File: config.mk
export PLATFORM = sky130hd
export DESIGN_NAME = pipeline_stall_ctrl_flat
export DESIGN_NICKNAME = d
export VERILOG_FILES = /design/src/rtl/pipeline_stall_ctrl_if.sv /design/src/rtl/pipeline_stall_ctrl.sv /design/src/flat_wrapper.sv
export SDC_FILE = /design/constraint.sdc
export NUM_CORES = 1
export LEC_CHECK = 0
export BUFFER_PORTS_ARGS = -buffer_cell sky130_fd_sc_hd__buf_2
export CORE_MARGIN = 5
export CORE_UTILIZATION = 41
export CTS_CLUSTER_DIAMETER = 30
export DETAILED_ROUTE_END_ITERATION = 7
export HOLD_SLACK_MARGIN = 0.05
export MAX_ROUTING_LAYER = met4
export PLACE_DENSITY_LB_ADDON = 0.25
export SKIP_CTS_REPAIR_TIMING = 1
export SLEW_MARGIN = 20
export SYNTH_ARGS = -nofsm -noshare
export SYNTH_HDL_FRONTEND = slang
export SYNTH_SLANG_ARGS = --single-unit
File: constraint.sdc
create_clock -name clk -period 1.96 [get_ports clk]
set_clock_uncertainty 0.05 [all_clocks]
set_input_delay 0.098 -clock clk [delete_from_list [all_inputs] [get_ports clk]]
set_output_delay 0.098 -clock clk [all_outputs]
set_load 0.01 [all_outputs]
File: src/rtl/pipeline_stall_ctrl_if.sv
// Hazard/stall bundle between the pipeline datapath and pipeline_stall_ctrl.
// master = stall controller, slave = pipeline registers and hazard sources.
interface pipeline_stall_ctrl_if;
    logic        icache_hit;
    logic        dcache_hit;
    logic        mem_req;
    logic        idex_memread;
    logic [4:0]  idex_rt;
    logic [4:0]  ifid_rs;
    logic [4:0]  ifid_rt;
    logic        branch_taken;
    logic        pc_en;
    logic        ifid_en;
    logic        idex_en;
    logic        exmem_en;
    logic        memwb_en;
    logic        ifid_flush;
    logic        idex_flush;
    logic [1:0]  state;
    logic        stall_err;
    logic [31:0] dstall_cnt;
    logic [31:0] istall_cnt;
    logic [31:0] bubble_cnt;

    modport master (
        input  icache_hit, dcache_hit, mem_req, idex_memread, idex_rt,
               ifid_rs, ifid_rt, branch_taken,
        output pc_en, ifid_en, idex_en, exmem_en, memwb_en,
               ifid_flush, idex_flush, state, stall_err,
               dstall_cnt, istall_cnt, bubble_cnt
    );

    modport slave (
        output icache_hit, dcache_hit, mem_req, idex_memread, idex_rt,
               ifid_rs, ifid_rt, branch_taken,
        input  pc_en, ifid_en, idex_en, exmem_en, memwb_en,
               ifid_flush, idex_flush, state, stall_err,
               dstall_cnt, istall_cnt, bubble_cnt
    );
endinterface

File: src/rtl/pipeline_stall_ctrl.sv
// Central freeze/bubble/squash sequencer for the 5-stage MIPS pipeline.
// Optional performance counters are built when PIPE_PERF_CNT_EN is defined.
module pipeline_stall_ctrl #(
    parameter int MISS_TIMEOUT = 64,
    parameter int CNT_W        = 8
) (
    input  logic                  clk,
    input  logic                  rstn,
    pipeline_stall_ctrl_if.master pif
);

    typedef enum logic [1:0] {
        RUN    = 2'd0,
        ISTALL = 2'd1,
        DSTALL = 2'd2
    } state_t;

    localparam logic [CNT_W-1:0] TMO = CNT_W'(MISS_TIMEOUT);

    state_t           state_q;
    state_t           state_nxt;
    logic [CNT_W-1:0] miss_cnt;
    logic             stall_err_q;

    logic dmiss;
    logic imiss;
    logic lu;
    logic pc_en, ifid_en, idex_en, exmem_en, memwb_en;
    logic ifid_flush, idex_flush;
    logic in_stall;
    logic entering;

    always_comb begin
        dmiss = pif.mem_req & ~pif.dcache_hit;
        imiss = ~pif.icache_hit;
        lu    = pif.idex_memread & (pif.idex_rt != 5'd0) &
                ((pif.idex_rt == pif.ifid_rs) | (pif.idex_rt == pif.ifid_rt));

        pc_en      = 1'b1;
        ifid_en    = 1'b1;
        idex_en    = 1'b1;
        exmem_en   = 1'b1;
        memwb_en   = 1'b1;
        ifid_flush = 1'b0;
        idex_flush = 1'b0;
        state_nxt  = RUN;

        case (state_q)
            DSTALL: begin
                if (dmiss) begin
                    pc_en     = 1'b0;
                    ifid_en   = 1'b0;
                    idex_en   = 1'b0;
                    exmem_en  = 1'b0;
                    memwb_en  = 1'b0;
                    state_nxt = DSTALL;
                end else begin
                    // The releasing cycle lets the whole pipe advance once.
                    state_nxt = imiss ? ISTALL : RUN;
                end
            end
            default: begin
                if (dmiss) begin
                    // EX is frozen, so a taken branch stays valid until release.
                    pc_en     = 1'b0;
                    ifid_en   = 1'b0;
                    idex_en   = 1'b0;
                    exmem_en  = 1'b0;
                    memwb_en  = 1'b0;
                    state_nxt = DSTALL;
                end else if (pif.branch_taken) begin
                    ifid_flush = 1'b1;
                    idex_flush = 1'b1;
                    state_nxt  = RUN;
                end else if (lu) begin
                    pc_en      = 1'b0;
                    ifid_en    = 1'b0;
                    idex_flush = 1'b1;
                    state_nxt  = (state_q == ISTALL) ? ISTALL : RUN;
                end else if (imiss) begin
                    pc_en      = 1'b0;
                    ifid_flush = 1'b1;
                    state_nxt  = ISTALL;
                end
            end
        endcase

        if (!rstn) begin
            pc_en      = 1'b0;
            ifid_en    = 1'b0;
            idex_en    = 1'b0;
            exmem_en   = 1'b0;
            memwb_en   = 1'b0;
            ifid_flush = 1'b0;
            idex_flush = 1'b0;
        end
    end

    assign in_stall = (state_q == ISTALL) | (state_q == DSTALL);
    assign entering = ((state_nxt == ISTALL) | (state_nxt == DSTALL)) &
                      (state_nxt != state_q);

    always_ff @(posedge clk or negedge rstn) begin
        if (!rstn) begin
            state_q     <= RUN;
            miss_cnt    <= '0;
            stall_err_q <= 1'b0;
        end else begin
            state_q <= state_nxt;
            if (entering) begin
                miss_cnt <= '0;
            end else if (in_stall && miss_cnt != TMO) begin
                miss_cnt <= miss_cnt + 1'b1;
                if (miss_cnt + 1'b1 == TMO)
                    stall_err_q <= 1'b1;
            end
        end
    end

    assign pif.pc_en      = pc_en;
    assign pif.ifid_en    = ifid_en;
    assign pif.idex_en    = idex_en;
    assign pif.exmem_en   = exmem_en;
    assign pif.memwb_en   = memwb_en;
    assign pif.ifid_flush = ifid_flush;
    assign pif.idex_flush = idex_flush;
    assign pif.state      = state_q;
    assign pif.stall_err  = stall_err_q;

`ifdef PIPE_PERF_CNT_EN
    logic [31:0] dstall_q, istall_q, bubble_q;

    // The flush pattern alone identifies which action was taken this cycle.
    always_ff @(posedge clk or negedge rstn) begin
        if (!rstn) begin
            dstall_q <= '0;
            istall_q <= '0;
            bubble_q <= '0;
        end else begin
            if (dmiss)
                dstall_q <= dstall_q + 32'd1;
            if (ifid_flush & ~idex_flush)
                istall_q <= istall_q + 32'd1;
            if (idex_flush & ~ifid_flush)
                bubble_q <= bubble_q + 32'd1;
        end
    end

    assign pif.dstall_cnt = dstall_q;
    assign pif.istall_cnt = istall_q;
    assign pif.bubble_cnt = bubble_q;
`else
    assign pif.dstall_cnt = 32'd0;
    assign pif.istall_cnt = 32'd0;
    assign pif.bubble_cnt = 32'd0;
`endif

endmodule

File: src/flat_wrapper.sv
// flat-port wrapper written by rule: the top's interface ports become plain ports
module pipeline_stall_ctrl_flat 
#(
    parameter int MISS_TIMEOUT = 64,
    parameter int CNT_W        = 8
)
  (clk, rstn, pif_icache_hit, pif_dcache_hit, pif_mem_req, pif_idex_memread, pif_idex_rt, pif_ifid_rs, pif_ifid_rt, pif_branch_taken, pif_pc_en, pif_ifid_en, pif_idex_en, pif_exmem_en, pif_memwb_en, pif_ifid_flush, pif_idex_flush, pif_state, pif_stall_err, pif_dstall_cnt, pif_istall_cnt, pif_bubble_cnt);
  pipeline_stall_ctrl_if pif_i ();
  input  logic clk;
  input  logic rstn;
  input wire logic [$bits(pif_i.icache_hit)-1:0] pif_icache_hit;
  input wire logic [$bits(pif_i.dcache_hit)-1:0] pif_dcache_hit;
  input wire logic [$bits(pif_i.mem_req)-1:0] pif_mem_req;
  input wire logic [$bits(pif_i.idex_memread)-1:0] pif_idex_memread;
  input wire logic [$bits(pif_i.idex_rt)-1:0] pif_idex_rt;
  input wire logic [$bits(pif_i.ifid_rs)-1:0] pif_ifid_rs;
  input wire logic [$bits(pif_i.ifid_rt)-1:0] pif_ifid_rt;
  input wire logic [$bits(pif_i.branch_taken)-1:0] pif_branch_taken;
  output wire logic [$bits(pif_i.pc_en)-1:0] pif_pc_en;
  output wire logic [$bits(pif_i.ifid_en)-1:0] pif_ifid_en;
  output wire logic [$bits(pif_i.idex_en)-1:0] pif_idex_en;
  output wire logic [$bits(pif_i.exmem_en)-1:0] pif_exmem_en;
  output wire logic [$bits(pif_i.memwb_en)-1:0] pif_memwb_en;
  output wire logic [$bits(pif_i.ifid_flush)-1:0] pif_ifid_flush;
  output wire logic [$bits(pif_i.idex_flush)-1:0] pif_idex_flush;
  output wire logic [$bits(pif_i.state)-1:0] pif_state;
  output wire logic [$bits(pif_i.stall_err)-1:0] pif_stall_err;
  output wire logic [$bits(pif_i.dstall_cnt)-1:0] pif_dstall_cnt;
  output wire logic [$bits(pif_i.istall_cnt)-1:0] pif_istall_cnt;
  output wire logic [$bits(pif_i.bubble_cnt)-1:0] pif_bubble_cnt;
  assign pif_i.icache_hit = pif_icache_hit;
  assign pif_i.dcache_hit = pif_dcache_hit;
  assign pif_i.mem_req = pif_mem_req;
  assign pif_i.idex_memread = pif_idex_memread;
  assign pif_i.idex_rt = pif_idex_rt;
  assign pif_i.ifid_rs = pif_ifid_rs;
  assign pif_i.ifid_rt = pif_ifid_rt;
  assign pif_i.branch_taken = pif_branch_taken;
  assign pif_pc_en = pif_i.pc_en;
  assign pif_ifid_en = pif_i.ifid_en;
  assign pif_idex_en = pif_i.idex_en;
  assign pif_exmem_en = pif_i.exmem_en;
  assign pif_memwb_en = pif_i.memwb_en;
  assign pif_ifid_flush = pif_i.ifid_flush;
  assign pif_idex_flush = pif_i.idex_flush;
  assign pif_state = pif_i.state;
  assign pif_stall_err = pif_i.stall_err;
  assign pif_dstall_cnt = pif_i.dstall_cnt;
  assign pif_istall_cnt = pif_i.istall_cnt;
  assign pif_bubble_cnt = pif_i.bubble_cnt;
  pipeline_stall_ctrl #(.MISS_TIMEOUT(MISS_TIMEOUT), .CNT_W(CNT_W)) u_core (.clk(clk), .rstn(rstn), .pif(pif_i));
endmodule
==> results summary <==
The number of max-slew violations in the final report is 0. The number of nets in the layout is between 200 and 300. In the routed design, unresolved DRC markers number 0. STA puts the critical path data required time at between 1.5 and 2 ns.

The max-capacitance violation count is 0. The count of state elements after synthesis came out at 11. After the first detailed-routing iteration, the DRC count stood at 24. The worst voltage drop across the vdd grid is 391 uV. The routed via count divided by cell count came out at around 3.8. The root buffer cell chosen for the clock tree is sky130_fd_sc_hd__clkbuf_8. The weighted congestion at the end of routability-driven global placement is between 0.8 and 0.9.

The synthesized instance count is 206. The fraction of layout cells with a size suffix above 1 came out at a little under a fifth. The number of H-tree levels is 1. The number of clock buffers added by TritonCTS is 3. After legalization and detailed placement, the total HPWL measured between 2000 and 3000 um. Overall power consumption after layout is estimated at 814 uW. The kind of critical path is input pin to primary output. The floorplan step defined a die boundary enclosing roughly 5400 sq um. The post-synthesis instance area is approximately 1700 sq um. The flow ran to the end, and the final reports show no timing, DRC or antenna violations.

The number of input and output port buffers inserted is 31. The aggregate negative setup slack came out at 0 ns. The synthesized area per cell came out at 8.04 sq um. The post-synthesis cell type count is 32. Wires add up to 2860 um.

The end-of-flow core utilization is about two fifths. Global routing used roughly a tenth of the available tracks. From synthesis to final layout, the design area changed by -5.06%.

The total vias in the final route came out at 1101. 0 antenna diodes ended up in the layout. The hold violation count in the final report came to 0. TritonCTS built the clock tree. The vertical die dimension came out at roughly 74 um. The post-route fraction of the period consumed by the critical path came out at about 90%.

The routed length per placed instance came out at about 10 um. The pre-antenna-repair detailed-routing pass consisted of 4 iterations. The fraction of the yosys area taken by sequential cells came out at between 10% and 20%. The worst hold path belongs to the class input pin to register. The number of routed nets with antenna violations is 0.

The power density over the cells came out at roughly 520 nW/um^2. The count of pins on the block boundary came out at roughly 130. The buffer levels on the longest clock path is 2. The total of endpoints with negative setup slack in the final report is 0. Along the worst path, the maximum fanout reaches 5.

The worst setup path is captured at a primary output. The minimum clock period after layout came out at around 1.8 ns. STA classifies the critical path startpoint as an input pin.

The Yosys warning count is 0. The global-route wire length before repair came out at 4020 um. The total grt overflow came out at 0. The area of the placeable core came out at around 4000 sq um. The cell row count came out at 23.

The total clock sinks is 11. The clock input transition at the sequential cells of the worst setup and hold paths is 0.05 ns. The largest net degree at the start of global routing is 12. The via count of the first global-routing pass came out at between 800 and 900.

The arrival time at the worst endpoint is 1.62 ns. For this design the static power due to leakage is 0.885 nW. The initial antenna violation count came out at 0. For the worst-skew pair, the clock arrives at the later sink with an insertion delay of ~0.24 ns. The horizontal die dimension came out at ~74 um.

The highest clock rate is between 0.5 and 0.6 GHz. Setup repair after global routing left no endpoint under its margin. The initial cell density of the core came out at about two fifths.
## through the flow
stage                     setup WS [ns]  instances  instance area [sq um]  hold WS [ns]
after floorplan                   0.222        301                   2010        -0.248
after global placement            0.211        285                   1510        0.0330
after detailed placement          0.231        285                   1510        0.0273
after CTS                         0.200        289                   1550        -0.229
after global routing             0.0356        291                   1570         0.138
final                             0.192        291                   1570         0.123
## metal layers
metal,vias to the layer above,wire length (um),GRT usage (%)
met5,-,0,-
met4,0,4,0.604
met3,2,416,3.42
met2,65,1470,16.2
met1,497,973,11.3
li1,537,-,-
## critical path: stages
cell	delay (ns)
sky130_fd_sc_hd__dlygate4sd3_1	0.53
sky130_fd_sc_hd__buf_2	0.12
sky130_fd_sc_hd__nor2b_1	0.27
sky130_fd_sc_hd__nand2b_1	0.24
sky130_fd_sc_hd__inv_1	0.10
sky130_fd_sc_hd__o211a_1	0.13
sky130_fd_sc_hd__buf_2	0.13
## path summary, 6_finish.rpt
path	cells past startpoint	from	to	slack (ns)
setup / recovery	7	pif_dcache_hit	pif_ifid_flush	0.19
hold / removal	2	pif_mem_req	u_core.pif.state[1]	0.12
setup reg to reg	7	u_core.pif.state[0]	u_core.miss_cnt[1]	0.22
hold reg to reg	1	u_core.pif.stall_err	u_core.pif.stall_err	0.45
max in group asynchronous	3	rstn	u_core.miss_cnt[5]	1.41
min in group asynchronous	3	rstn	u_core.pif.stall_err	0.30
## cell type report
cell class,instances,area (sq um)
flip-flops and latches,11,275
repair buffers,36,198
multi-input cells,183,966
fillers,450,2400
inverters,7,26.3
clock buffers,4,45.0
well taps,50,62.6
## sequential cells by signal (all words and copies together) (netlist names)
signal / cells
u_core.pif.state: 2
u_core.pif.stall_err: 1
u_core.miss_cnt: 8
## logic make-up (layout without fill, tap and decap cells)
kind of cell,count (synthesis),after routing,share of synthesized area (%)
AOI/OAI and AO/OA,18,18,8.84
xor gates and xnor gates,19,19,10.0
adders and majority gates,5,5,3.78
buffers and inverters,107,47,46.6
DFF,11,11,16.6
other,1,96,0.226
and+or+nand+nor,45,45,13.9
## placed cells by master, fill, tap and decap left out, types with 5 or more instances in the layout
master                     n
sky130_fd_sc_hd__nor3_1    6
sky130_fd_sc_hd__ha_1      5
sky130_fd_sc_hd__xnor2_1   5
sky130_fd_sc_hd__buf_2    31
sky130_fd_sc_hd__xor2_1   14
sky130_fd_sc_hd__nor2_1   18
sky130_fd_sc_hd__dfrtp_1  11
sky130_fd_sc_hd__inv_1     7
sky130_fd_sc_hd__a21oi_1   7
sky130_fd_sc_hd__conb_1   96
sky130_fd_sc_hd__nand2_1   6
## power by group
part           switching (mW)  total [mW]  internal (mW)  leakage, nW
clock                  0.0843       0.227          0.143       0.0228
sequential             0.0359       0.284          0.248        0.147
combinational           0.202       0.303          0.101        0.715
total                   0.322       0.814          0.492        0.885
## cells in the mapped netlist
cell type | number | area, sq um
sky130_fd_sc_hd__nor4bb_1 | 1 | 10.0
sky130_fd_sc_hd__nor2_1 | 18 | 67.6
sky130_fd_sc_hd__nand3_1 | 3 | 15.0
sky130_fd_sc_hd__a31oi_1 | 1 | 6.26
sky130_fd_sc_hd__nor4_1 | 2 | 12.5
sky130_fd_sc_hd__nand4b_1 | 1 | 8.76
sky130_fd_sc_hd__a211o_1 | 1 | 8.76
sky130_fd_sc_hd__nand3b_2 | 1 | 11.3
sky130_fd_sc_hd__or4_4 | 1 | 11.3
sky130_fd_sc_hd__xor2_1 | 14 | 123
sky130_fd_sc_hd__nand2b_1 | 2 | 12.5
sky130_fd_sc_hd__conb_1 | 1 | 3.75
sky130_fd_sc_hd__buf_4 | 98 | 736
sky130_fd_sc_hd__o21ai_4 | 1 | 16.3
sky130_fd_sc_hd__nor3_2 | 1 | 10.0
sky130_fd_sc_hd__a22oi_1 | 1 | 7.51
sky130_fd_sc_hd__ha_1 | 5 | 62.6
sky130_fd_sc_hd__nor3_1 | 6 | 30.0
sky130_fd_sc_hd__nor2b_1 | 1 | 6.26
sky130_fd_sc_hd__nand4_1 | 2 | 12.5
sky130_fd_sc_hd__o211a_1 | 1 | 10.0
sky130_fd_sc_hd__a22oi_2 | 1 | 12.5
sky130_fd_sc_hd__o21ai_0 | 2 | 10.0
sky130_fd_sc_hd__o31ai_1 | 1 | 7.51
sky130_fd_sc_hd__inv_1 | 7 | 26.3
sky130_fd_sc_hd__buf_2 | 2 | 10.0
sky130_fd_sc_hd__nand2_1 | 6 | 22.5
sky130_fd_sc_hd__o211ai_4 | 1 | 21.3
sky130_fd_sc_hd__a21oi_1 | 7 | 35.0
sky130_fd_sc_hd__o21bai_2 | 1 | 11.3
sky130_fd_sc_hd__xnor2_1 | 5 | 43.8
sky130_fd_sc_hd__dfrtp_1 | 11 | 275
(Power assumes the default switching activity.)
